### src/rtl/ifetch_unit_pkg.sv
// ifetch_unit_pkg: shared types and constants for the instruction fetch unit
package ifetch_unit_pkg;
    typedef enum logic {RUN, DRAIN} fetch_state_t;
    localparam logic [31:0] DEFAULT_RESET_PC = 32'h0000_0000;
    localparam logic [31:0] PC_INC = 32'd4;
    localparam int CNT_W = 3;
endpackage

### src/rtl/fetch_fifo.sv
// fetch_fifo: small circular prefetch buffer with flush; DEPTH must be 2 or 4
module fetch_fifo import ifetch_unit_pkg::*; #(
    parameter int WIDTH = 64,
    parameter int DEPTH = 2
) (
    input  logic             clk,
    input  logic             rst,
    input  logic             push,
    input  logic             pop,
    input  logic             flush,
    input  logic [WIDTH-1:0] din,
    output logic [WIDTH-1:0] dout,
    output logic             full,
    output logic             empty,
    output logic [CNT_W-1:0] count
);
    localparam int AW = $clog2(DEPTH);
    localparam logic [CNT_W-1:0] DEPTH_C = CNT_W'(DEPTH);
    logic [WIDTH-1:0] mem [DEPTH];
    logic [AW-1:0] rd_ptr, wr_ptr;
    logic do_push, do_pop;
    assign full = count == DEPTH_C;
    assign empty = count == '0;
    assign do_push = push & ~full & ~flush;
    assign do_pop = pop & ~empty & ~flush;
    assign dout = mem[rd_ptr];
    // storage needs no reset: the head is only observed while count is nonzero
    always_ff @(posedge clk) begin
        if (do_push) mem[wr_ptr] <= din;
    end
    // pointers and occupancy; flush empties the buffer in one cycle
    always_ff @(posedge clk) begin
        if (rst || flush) begin
            rd_ptr <= '0;
            wr_ptr <= '0;
            count <= '0;
        end else begin
            if (do_push) wr_ptr <= wr_ptr + AW'(1);
            if (do_pop) rd_ptr <= rd_ptr + AW'(1);
            count <= count + CNT_W'(do_push) - CNT_W'(do_pop);
        end
    end
endmodule

### src/rtl/ifetch_unit.sv
// ifetch_unit: fetch PC, single-outstanding memory request and prefetch buffer
module ifetch_unit import ifetch_unit_pkg::*; #(
    parameter logic [31:0] RESET_PC = DEFAULT_RESET_PC,
    parameter int DEPTH = 2
) (
    input  logic        clk,
    input  logic        rst,
    input  logic        stall_f,
    input  logic        redirect,
    input  logic [31:0] redirect_pc,
    output logic        imem_req,
    output logic [31:0] imem_addr,
    input  logic        imem_ack,
    input  logic [31:0] imem_rdata,
    output logic [31:0] instr_f,
    output logic [31:0] pc_f,
    output logic [31:0] pc_plus4_f,
    output logic        valid_f
);
    localparam logic [CNT_W-1:0] DEPTH_C = CNT_W'(DEPTH);
    fetch_state_t state;
    logic [31:0] fpc, req_addr;
    logic outstanding, can_start, push, pop, full, empty;
    logic [CNT_W-1:0] count;
    logic [63:0] head;
    // a new request starts from registered state only; no outstanding request means count alone bounds it
    assign can_start = ~rst & ~redirect & ~outstanding & (state == RUN) & (count < DEPTH_C);
    assign imem_req = outstanding | can_start;
    assign imem_addr = outstanding ? req_addr : fpc;
    assign push = imem_ack & imem_req & (state == RUN) & ~redirect;
    assign pop = valid_f & ~stall_f & ~redirect;
    assign valid_f = ~empty;
    assign instr_f = empty ? '0 : head[31:0];
    assign pc_f = empty ? '0 : head[63:32];
    assign pc_plus4_f = empty ? '0 : head[63:32] + PC_INC;
    fetch_fifo #(.WIDTH(64), .DEPTH(DEPTH)) u_fifo (
        .clk(clk),
        .rst(rst),
        .push(push),
        .pop(pop),
        .flush(redirect),
        .din({imem_addr, imem_rdata}),
        .dout(head),
        .full(full),
        .empty(empty),
        .count(count)
    );
    // fetch PC, outstanding-request tracking and RUN/DRAIN sequencing
    always_ff @(posedge clk) begin
        if (rst) begin
            state <= RUN;
            fpc <= RESET_PC;
            req_addr <= RESET_PC;
            outstanding <= 1'b0;
        end else begin
            outstanding <= imem_req & ~imem_ack;
            if (can_start) req_addr <= fpc;
            if (redirect) fpc <= redirect_pc & ~32'h3;
            else if (push) fpc <= imem_addr + PC_INC;
            if (state == RUN) state <= (redirect & outstanding & ~imem_ack) ? DRAIN : RUN;
            else state <= imem_ack ? RUN : DRAIN;
        end
    end
    // the request gating makes an ack into a full buffer unreachable
    no_overflow: assert property (@(posedge clk) disable iff (rst) !(push && full));
endmodule

### config.mk
export PLATFORM = sky130hd
export DESIGN_NAME = ifetch_unit
export DESIGN_NICKNAME = d
export VERILOG_FILES = /design/src/rtl/ifetch_unit_pkg.sv /design/src/rtl/fetch_fifo.sv /design/src/rtl/ifetch_unit.sv
export SDC_FILE = /design/constraint.sdc
export NUM_CORES = 1
export LEC_CHECK = 0
export BUFFER_PORTS_ARGS = -buffer_cell sky130_fd_sc_hd__buf_4
export CAP_MARGIN = 20
export CORE_ASPECT_RATIO = 1.2
export CORE_MARGIN = 3
export CORE_UTILIZATION = 35
export DETAILED_ROUTE_END_ITERATION = 7
export GPL_ROUTABILITY_DRIVEN = 0
export SYNTH_ARGS = -nofsm -noshare
export SYNTH_HDL_FRONTEND = slang
export SYNTH_HIERARCHICAL = 1
export SYNTH_SLANG_ARGS = --single-unit
### constraint.sdc
create_clock -name clk -period 11.7 [get_ports clk]
set_input_delay 1.755 -clock clk [delete_from_list [all_inputs] [get_ports clk]]
set_output_delay 1.755 -clock clk [all_outputs]
set_load 0.01 [all_outputs]
==> metrics.md, run 1 <==
| Metric | Value |
|---|---|
| Maximum vdd drop | `between 0.05 and 0.06 mV` |
| Combinational group share of total power | `under 10%` |
| Flop pwr share | `52.8%` |
| RSZ-0062 raised after global routing | `false` |
| Io pins | `~200` |
| Critical Path End | `pc_plus4_f[26]` |
| Router iterations before antenna repair | `5` |
| Row count | `between 60 and 70` |
| Reg2reg start | `outstanding` |
| Rel. slew slack | `between 10% and 20%` |
| Final Skew | `0.01805 ns` |
| Async S/R FF share, synth | `0%` |
| Clock share of power | `38.3%` |
| Int Pwr | `1126 uW` |
| PortBufs | `around 200` |
| Finished Cell Area | `about 12000 um2` |
| Register Area | `5290 um2` |
| Initial Util | `between 30% and 40%` |
| Critical Path AT | `about 3.6 ns` |
| Ys flop type | `edfxtp_1` |
| Synth top area share | `between 30 and 40%` |
| Max clock buf depth | `2` |
| Remaining DRCs | `0` |
| Yosys warning count | `6` |
| Net Count, Synth | `around 980` |
| Drt wl/cell | `between 15 and 20 um` |
| Startpoint types | `flip-flop` |
| Status | `completed` |
| Worst-Margin Slew | `around 1.3 ns` |
| Reg2Reg Setup Slack | `~8.3 ns` |
| Worst skew pair latency | `about 0.44 ns` |
| Placed cell area | `around 12000 um2` |
| Number of DRC markers in iteration 0 | `476` |
| Total grt overflow | `0` |
| Gate Count Post-Synth | `around 910` |
| Initial antenna violation count | `0` |
| Critical register-to-register path endpoint | `u_fifo/count[2]` |
| Clock Sinks | `200` |
| Switching part of the total | `a little under a quarter` |
| H-Tree Level Count | `4` |
| Nets | `between 1000 and 1500` |
| TritonCTS clock tree | `yes` |
| Filler cell count | `approximately 2600` |
| Area grow syn2layout | `23.03%` |
| Clk slew on worst S/H paths | `0.07 ns` |
| Post-synthesis cell area | `~10000 um2` |
| Setup CP Type | `reg2out` |
| Distinct cells, synth | `61` |
| Post-CTS Setup Bufs | `0` |
| Switching power | `344.2 uW` |
| Vias in the first global route | `7277` |
| Hold Fails Final Rpt | `0` |
| Largest net degree at the start of global routing | `slightly below 100` |
| Core Region | `approximately 27000 um2` |
| Final Max Tran Viols | `0` |
| CP Capture Type | `output pin` |
| Max-cap viol count | `0` |
| Layout cell share with drive strength beyond 1 | `31.21%` |
| Setup violations, final | `0` |
| Antenna diodes | `0` |
| Leakage power | `approximately 0.0044 uW` |
| Antenna-violating nets left | `0` |
| Setup TNS | `0 ns` |
| Fmax | `around 190 MHz` |
| Crit path required time | `9.95 ns` |
| First-pass GRT wire length | `~40000 um` |
| Die height | `approximately 190 um` |
| Post-synthesis register bit count | `200` |
| Die W | `around 160 um` |
| Die footprint | `just over 30000 um2` |
| Total track usage | `between 15 and 20%` |
| Vias/cell | `5.066` |
| Clock Root Buffer | `clkbuf_16` |
| Hold buffers post-CTS | `0` |
| Final Critical Period | `about 5.3 ns` |
| Post-Syn Area per Cell | `~11 um2` |
| Wirelength, routed | `~25000 um` |
| Reg2reg path depth | `11` |
| Post-synth EDFFs | `128` |
| HPWL after detailed placement | `16770 um` |
| CP max FO | `64` |
| Pwr per Cell Area | `between 100 and 150 nW/um2` |
| Cell taking the most area after synthesis | `edfxtp_1` |
| Tcrit/Tclk final | `45.66%` |
| Sequential area share after synthesis | `between 50 and 60%` |
| Multi-input gate area | `4252 um2` |
| Via Count | `around 7400` |
| CTS resizes | `0` |
| Synth area leaders | `edfxtp_1 39%, dfxtp_1 15%, mux2_2 10%, nor2b_1 4.1%, nand2_1 3.9%` |
| Class of the worst hold path | `reg2reg` |
| Inserted Clock Buffers | `17` |
==> critical path: stages (launching register included) <==
cell and delay [ns]:
dfxtp_4 0.96, mux2_2 0.35, ha_1 0.18, and2_1 0.22, nand4_1 0.52, nor4_1 0.52
xnor2_1 0.17, nor2_1 0.05, buf_4 0.18
==> final cells by class <==
type / count / share of cell area (%)
sequential: 200 / 43.44
multi-input combinational: 625 / 34.92
timing repair buffer: 201 / 12.39
clock buffer: 22 / 4.079
tap: 374 / 3.843
inverter: 25 / 0.7707
clock inverter: 10 / 0.5549
==> worst min-delay path by stage <==
stage / cells after the start / endpoint / slack, ns / startpoint
after CTS: 2 / req_addr[1] / 0.46 / req_addr[1]
after global placement: 2 / req_addr[18] / 0.44 / req_addr[18]
after global routing: 2 / req_addr[1] / 0.48 / req_addr[1]
final: 2 / req_addr[1] / 0.45 / req_addr[1]
after detailed placement: 2 / req_addr[29] / 0.44 / req_addr[29]
after floorplan: 2 / req_addr[0] / 0.43 / req_addr[0]
==> registers in the layout, indices dropped and copies added (netlist names), named ones only <==
signal and flops:
u_fifo/rd_ptr 1, u_fifo/wr_ptr 1, req_addr 32, outstanding 1
u_fifo/mem 128, u_fifo/count 3, fpc 32, state 1
==> per-layer routing <==
layer  share of wire (%)  global-route usage [%]  vias to the layer above
met5                   0                       0                        -
met4                 1.3                   4.614                        0
met3                 4.2                   3.092                       19
met2                  48                   27.25                      183
met1                  47                   22.12                     3550
li1                    -                       -                     3629
==> stage by stage <==
stage	power [uW]	hold WS, ns	util (%)	setup slack (ns)	std cells
final	1470	0.4524	44.28	6.358	1457
after global routing	1525	0.4793	44.28	6.006	1457
after CTS	1489	0.4556	44.28	6.191	1457
after detailed placement	922.8	0.4445	42.23	6.651	1425
after global placement	920.6	0.4381	42.23	6.690	1425
after floorplan	863.0	0.4329	-	5.820	909
==> power groups by stage <==
stage / combinational, uW / sequential [uW] / clock (uW)
floorplan: 73.2 / 790 / 0
global placement: 129 / 791 / 0
detailed placement: 131 / 792 / 0
CTS: 131 / 776 / 581
global route: 143 / 778 / 604
finish: 130 / 777 / 564
==> kinds of logic after synthesis <==
logic type / synth area share [%]
compound gates: 8.900
xor+xnor: 2.743
fa+ha+maj: 0.7080
buf+inv: 3.970
flops: 53.40
mux: 11.74
simple gates: 18.53
==> layout by cell type, fill, tap and decap left out, types with 5 or more instances in the layout <==
cell type | synthesis | layout
buf_4 | 2 | 201
edfxtp_1 | 128 | 128
nand2_1 | 103 | 103
mux2_2 | 89 | 89
dfxtp_1 | 72 | 70
nor2b_1 | 65 | 65
a21oi_1 | 52 | 52
nor2_1 | 43 | 40
nand3_1 | 32 | 31
inv_1 | 23 | 24
xnor2_1 | 24 | 24
nor3_1 | 22 | 21
clkbuf_16 | 0 | 19
nand4_1 | 17 | 17
a31oi_1 | 17 | 17
mux2i_1 | 16 | 16
and2_1 | 14 | 14
and4_1 | 11 | 11
nor4_1 | 10 | 10
or3_1 | 10 | 10
o21ai_0 | 9 | 9
xor2_1 | 7 | 7
a21o_1 | 7 | 7
a211oi_1 | 7 | 7
nand3b_1 | 6 | 6
a221oi_1 | 6 | 6
nor3b_1 | 5 | 5
nand4b_1 | 5 | 5
o32ai_1 | 5 | 5
==> synthesized netlist by cell type, drive strengths merged, types with 2 or more instances <==
master	number
edfxtp	128
nand2	103
mux2	89
dfxtp	72
nor2b	65
a21oi	53
nor2	43
nand3	32
buf	31
clkbuf	28
xnor2	24
inv	23
nor3	22
nand4	19
a31oi	17
mux2i	16
and2	14
and4	11
nor4	10
o21ai	10
or3	10
a211oi	8
a21o	7
xor2	7
a221oi	6
nand3b	6
nand4b	5
nor3b	5
o32ai	5
a31o	4
ha	4
a22oi	3
o211a	3
o211ai	3
o22ai	3
a211o	2
a21boi	2
and3	2
clkinv	2
o31ai	2
or4	2
Power figures use the tool's default switching activity.
==> run 2, diff against run 1 <==
==> constraint.sdc (replaced) <==
create_clock -name clk -period 4.45 [get_ports clk]
set_input_delay 0.6675 -clock clk [delete_from_list [all_inputs] [get_ports clk]]
set_output_delay 0.6675 -clock clk [all_outputs]
set_load 0.01 [all_outputs]
==> metrics.md, run 2 (synthesis gave the netlist of run 1 again) <==
| Metric | Value |
|---|---|
| Total grt overflow | `0` |
| Max-cap viol count | `0` |
| Hold Fails Final Rpt | `0` |
| Number of DRC markers in iteration 0 | `between 400 and 500` |
| First-pass GRT wire length | `around 39000 um` |
| Core Region | `27500 um2` |
| Cell repeated most along the worst path | `buf_4` |
| CP Capture Type | `output pin` |
| CP max FO | `27` |
| Vias in the first global route | `7046` |
| TritonCTS clock tree | `yes` |
| Row count | `66` |
| Max clock buf depth | `2` |
| Drt wl/cell | `17.24 um` |
| Worst-Margin Slew | `0.9588 ns` |
| Die height | `between 150 and 200 um` |
| Startpoint types | `flip-flop` |
| Setup CP Type | `reg2out` |
| Rel. slew slack | `36.08%` |
| Maximum vdd drop | `between 0.15 and 0.2 mV` |
| Placed insts | `approximately 1400` |
| Via Count | `roughly 7400` |
| Die W | `159.5 um` |
| PortBufs | `between 150 and 200` |
| Setup violations, final | `0` |
| Largest net degree at the start of global routing | `96` |
| Inserted Clock Buffers | `17` |
| Router iterations before antenna repair | `5` |
| Crit path required time | `3.78 ns` |
| Clock Root Buffer | `clkbuf_16` |
| Initial Util | `between 30% and 40%` |
| Fmax | `252.8 MHz` |
| Hold buffers post-CTS | `0` |
| Antenna diodes | `0` |
| CP max stage delay | `0.61 ns` |
| Initial antenna violation count | `0` |
| Area grow syn2layout | `23.74%` |
| HPWL after detailed placement | `~17000 um` |
| Nets | `~1200` |
| Critical Path AT | `~3.3 ns` |
| Io pins | `approximately 200` |
| Commonest cells after routing, fill and taps aside | `208 x buf_4, 128 x edfxtp_1, 103 x nand2_1` |
| Layout cell share with drive strength beyond 1 | `about a third` |
| Final Skew | `about 0.014 ns` |
| Leakage power | `0.004471 uW` |
| Max reg flops | `between 100 and 150` |
| Remaining DRCs | `0` |
| Critical path, cell by cell | `buf_4 > mux2_2 > nand4_1 > nor4_1 > xnor2_1 > nor2_1 > buf_4` |
| Biggest regs | `u_fifo/mem (128), fpc (32), req_addr (32)` |
| Final cell count without fillers | `around 1500` |
| Worst skew pair latency | `around 0.43 ns` |
| Final core occ | `44.54%` |
| Total track usage | `about 16%` |
| Post-CTS Setup Bufs | `0` |
| Vias/cell | `between 5 and 6` |
| Tcrit/Tclk final | `just under 90%` |
| RSZ-0062 raised after global routing | `false` |
| Clk slew on worst S/H paths | `~0.070 ns` |
| Pwr per Cell Area | `~310 nW/um2` |
| Wirelength, routed | `roughly 25000 um` |
| CTS resizes | `0` |
| Final Max Tran Viols | `0` |
| Antenna-violating nets left | `0` |
| Clock Sinks | `200` |
| Status | `completed` |
| Die footprint | `roughly 30000 um2` |
| Class of the worst hold path | `in2reg` |
| Max stage delay cell, worst path | `dfxtp_4` |
| Final Critical Period | `~4.0 ns` |
| Most common cell after layout, fill and taps aside | `buf_4` |
| Setup TNS | `0 ns` |
| H-Tree Level Count | `4` |
| Reg with most FFs | `u_fifo/mem` |
run 2: changes by cell type in the layout (fill, tap and decap cells not counted), sizes merged:
cell | before | now
clkinv | 8 | 6
inv | 26 | 25
clkbuf | 22 | 25
buf | 201 | 210
run 2: metrics by stage:
step | area, um2 | power (uW) | hold WS, ns | worst slack, ns
after floorplan | 9897 | 2269 | 0.4329 | -0.3428
after global placement | 11710 | 2426 | 0.4382 | 0.8603
after detailed placement | 11710 | 2431 | 0.4453 | 0.8418
after CTS | 12250 | 3874 | 0.3905 | 0.3747
after global routing | 12250 | 3974 | 0.3925 | 0.1122
final | 12250 | 3823 | 0.4226 | 0.4949
run 2: power breakdown:
part | switching, uW | internal, uW | total, uW
Sequential | 30.0 | 2010 | 2040
Clock | 654 | 781 | 1430
Combinational | 192 | 151 | 343
run 2: layout make-up:
type,count,area [um2]
fillers,2671,15250
flip-flops and latches,200,5290
multi-input cells,625,4252
repair buffers,210,1602
clock buffers,25,498.0
well taps,374,467.9
inverters,25,93.84
clock inverters,7,43.79
run 2: metal layers:
metal	up-vias	global-route usage, %	wire [um]
met1	3606	21.88	11660
li1	3646	-	-
met2	156	27.00	12290
met5	-	0	0
met3	15	3.027	1049
met4	0	4.648	280
run 2: path summary, 6_finish.rpt:
path,startpoint,to,slack [ns],cells past startpoint
max,flip-flop,pc_plus4_f[31],0.49,7
min,imem_rdata[20],u_fifo/mem[0][20],0.42,1
min reg2reg,req_addr[29],req_addr[29],0.45,2
max reg2reg,outstanding,fpc[28],1.38,6
run 2: critical path: cells and delay by family (launching register included):
kind	cells	cell delay, ns
xor+xnor	1	0.17
buf+inv	2	0.58
flops	1	0.61
mux	1	0.28
simple gates	3	1.20
==> run 3, diff against run 2 <==
--- a/config.mk
+++ b/config.mk
@@ -5,6 +5,7 @@
 export SDC_FILE = /design/constraint.sdc
 export NUM_CORES = 1
 export LEC_CHECK = 0
+export ABC_AREA = 1
 export BUFFER_PORTS_ARGS = -buffer_cell sky130_fd_sc_hd__buf_4
 export CAP_MARGIN = 20
 export CORE_ASPECT_RATIO = 1.2
==> metrics.md, run 3 <==
| Metric | Value |
|---|---|
| Placement Setup Slack | `about 1.0 ns` |
| Net Count, Synth | `~1300` |
| Flop pwr share | `around 52%` |
| Rel. slew slack | `approximately half` |
| Setup violations, final | `0` |
| PortBufs | `about 200` |
| TritonCTS clock tree | `yes` |
| Antenna diodes | `0` |
| Reg with most FFs | `u_fifo/mem` |
| Post-Syn Area per Cell | `8.860 um2` |
| Combinational group share of total power | `9.0%` |
| CTS resizes | `0` |
| Total grt overflow | `0` |
| Worst skew pair latency | `about 0.44 ns` |
| Hold buffers post-CTS | `0` |
| Total track usage | `between 10% and 20%` |
| Wirelength, routed | `roughly 29000 um` |
| Die footprint | `32880 um2` |
| Leakage power | `0.005482 uW` |
| CP Capture Type | `output pin` |
| Hold Fails Final Rpt | `0` |
| Row count | `approximately 70` |
| Critical Path AT | `between 3 and 4 ns` |
| Maximum vdd drop | `0.1858 mV` |
| Number of DRC markers in iteration 0 | `567` |
| CP max FO | `47` |
| Status | `completed` |
| Clock share of power | `between 30% and 40%` |
| Switching part of the total | `25.12%` |
| Commonest cells after routing, fill and taps aside | `226 x nand2_1, 202 x buf_4, 178 x inv_1` |
| Nets | `1461` |
| Layout cell share with drive strength beyond 1 | `26.57%` |
| Post-synthesis cell area | `10760 um2` |
| Drt wl/cell | `around 16 um` |
| RSZ-0062 raised after global routing | `false` |
| Setup CP Type | `reg2out` |
| Router iterations before antenna repair | `5` |
| Setup TNS | `0 ns` |
| Int Pwr | `2929 uW` |
| Antenna-violating nets left | `0` |
| Post-CTS Setup Bufs | `0` |
| Reg2Reg Setup Slack | `about 1.2 ns` |
| Die W | `between 150 and 200 um` |
| Vias/cell | `roughly 4.8` |
| First-pass GRT wire length | `between 40000 and 50000 um` |
| H-Tree Level Count | `4` |
| Area grow syn2layout | `21.38%` |
| Fmax | `260.7 MHz` |
| Inserted Clock Buffers | `17` |
| Worst-Margin Slew | `about 0.73 ns` |
| Via Count | `about 8600` |
| Clock Root Buffer | `clkbuf_16` |
| Remaining DRCs | `0` |
| Max clock buf depth | `2` |
| Tcrit/Tclk final | `between 80% and 90%` |
| Startpoint types | `flip-flop` |
| Pwr per Cell Area | `299.6 nW/um2` |
| Max-cap viol count | `0` |
| Final Max Tran Viols | `0` |
| Die height | `~200 um` |
| Class of the worst hold path | `in2reg` |
| Gate Count Post-Synth | `1214` |
| Max reg flops | `roughly 130` |
| Vias in the first global route | `8200` |
| Final Skew | `0.01633 ns` |
| Initial antenna violation count | `0` |
| Clock Sinks | `200` |
| Most common cell after layout, fill and taps aside | `nand2_1` |
| Clk slew on worst S/H paths | `about 0.08 ns` |
| Filler cell count | `approximately 3000` |
| HPWL after detailed placement | `approximately 21000 um` |
| Initial Util | `35.91%` |
| Largest net degree at the start of global routing | `65` |
| Biggest regs | `u_fifo/mem (128), fpc (32), req_addr (32)` |
| Core Region | `roughly 30000 um2` |
| Final Critical Period | `around 3.8 ns` |
| Min setup slack post-route | `between 0.6 and 0.7 ns` |
| Yosys warning count | `6` |
| Switching power | `around 980 uW` |
| Io pins | `199` |
| Crit path required time | `roughly 3.8 ns` |
[run 3: cell types whose count changed in the layout (fill, tap and decap cells not counted), sizes merged, moves of 16 or more]
cell   before  now
nand2     103  268
inv        25  188
nor2       43  158
nor2b      65    0
nand3      32   90
o21ai      10   53
mux2       89   64
xnor2      24    0
mux2i      16    0
[run 3: stage by stage]
step | hold slack (ns) | area, um2 | cells | total power (uW) | util, %
after floorplan | 0.4239 | 10760 | 1214 | 2286 | -
after global placement | 0.4321 | 12460 | 1757 | 2431 | 41.59
after detailed placement | 0.4357 | 12470 | 1758 | 2442 | 41.64
after CTS | 0.3903 | 13060 | 1790 | 3974 | 43.58
after global routing | 0.3872 | 13060 | 1790 | 4086 | 43.58
final | 0.4140 | 13060 | 1790 | 3911 | 43.58
[run 3: path summary, 6_finish.rpt]
check,startpoint,end,depth (start not counted)
worst max-delay path,flip-flop,pc_plus4_f[17],11
worst min-delay path,imem_ack,outstanding,2
worst max register to register,outstanding,u_fifo/count[2],14
worst min register to register,req_addr[22],req_addr[22],2
[run 3: worst max-delay path, cell delays in order (launching register included)]
cell	delay, ns
dfxtp_4	0.59
buf_12	0.35
mux2_4	0.23
inv_1	0.11
nor3_1	0.33
nand2_1	0.20
nor3_2	0.29
inv_1	0.11
nor2_1	0.14
a21oi_1	0.08
nor2_1	0.10
buf_4	0.13
[run 3: final cells by class]
type                            instances  area [um2]  share of cell area [%]
Clock buffer                           18       450.4                   3.450
Clock inverter                         14       132.6                   1.016
Inverter                              182       683.2                   5.232
Multi-Input combinational cell        780        4422                   33.87
Sequential cell                       200        5289                   40.51
Tap cell                              390       488.0                   3.737
Timing Repair Buffer                  206        1592                   12.19
[run 3: per-layer routing]
metal / global-route usage (%) / wire length [um] / share of wire [%] / vias to the layer above
met5: 0 / 0 / 0 / -
met4: 4.438 / 435 / 1.5 / 0
met3: 3.754 / 1615 / 5.6 / 32
met2: 29.27 / 13910 / 48 / 263
met1: 22.97 / 12780 / 44 / 3994
li1: - / - / - / 4291
[run 3: power by group through the flow]
stage | sequential [uW] | clock, uW | combinational, uW
detailed placement | 2090 | 0 | 355
finish | 2040 | 1520 | 351
global route | 2050 | 1640 | 394
floorplan | 2080 | 0 | 205
CTS | 2040 | 1570 | 356
global placement | 2080 | 0 | 347
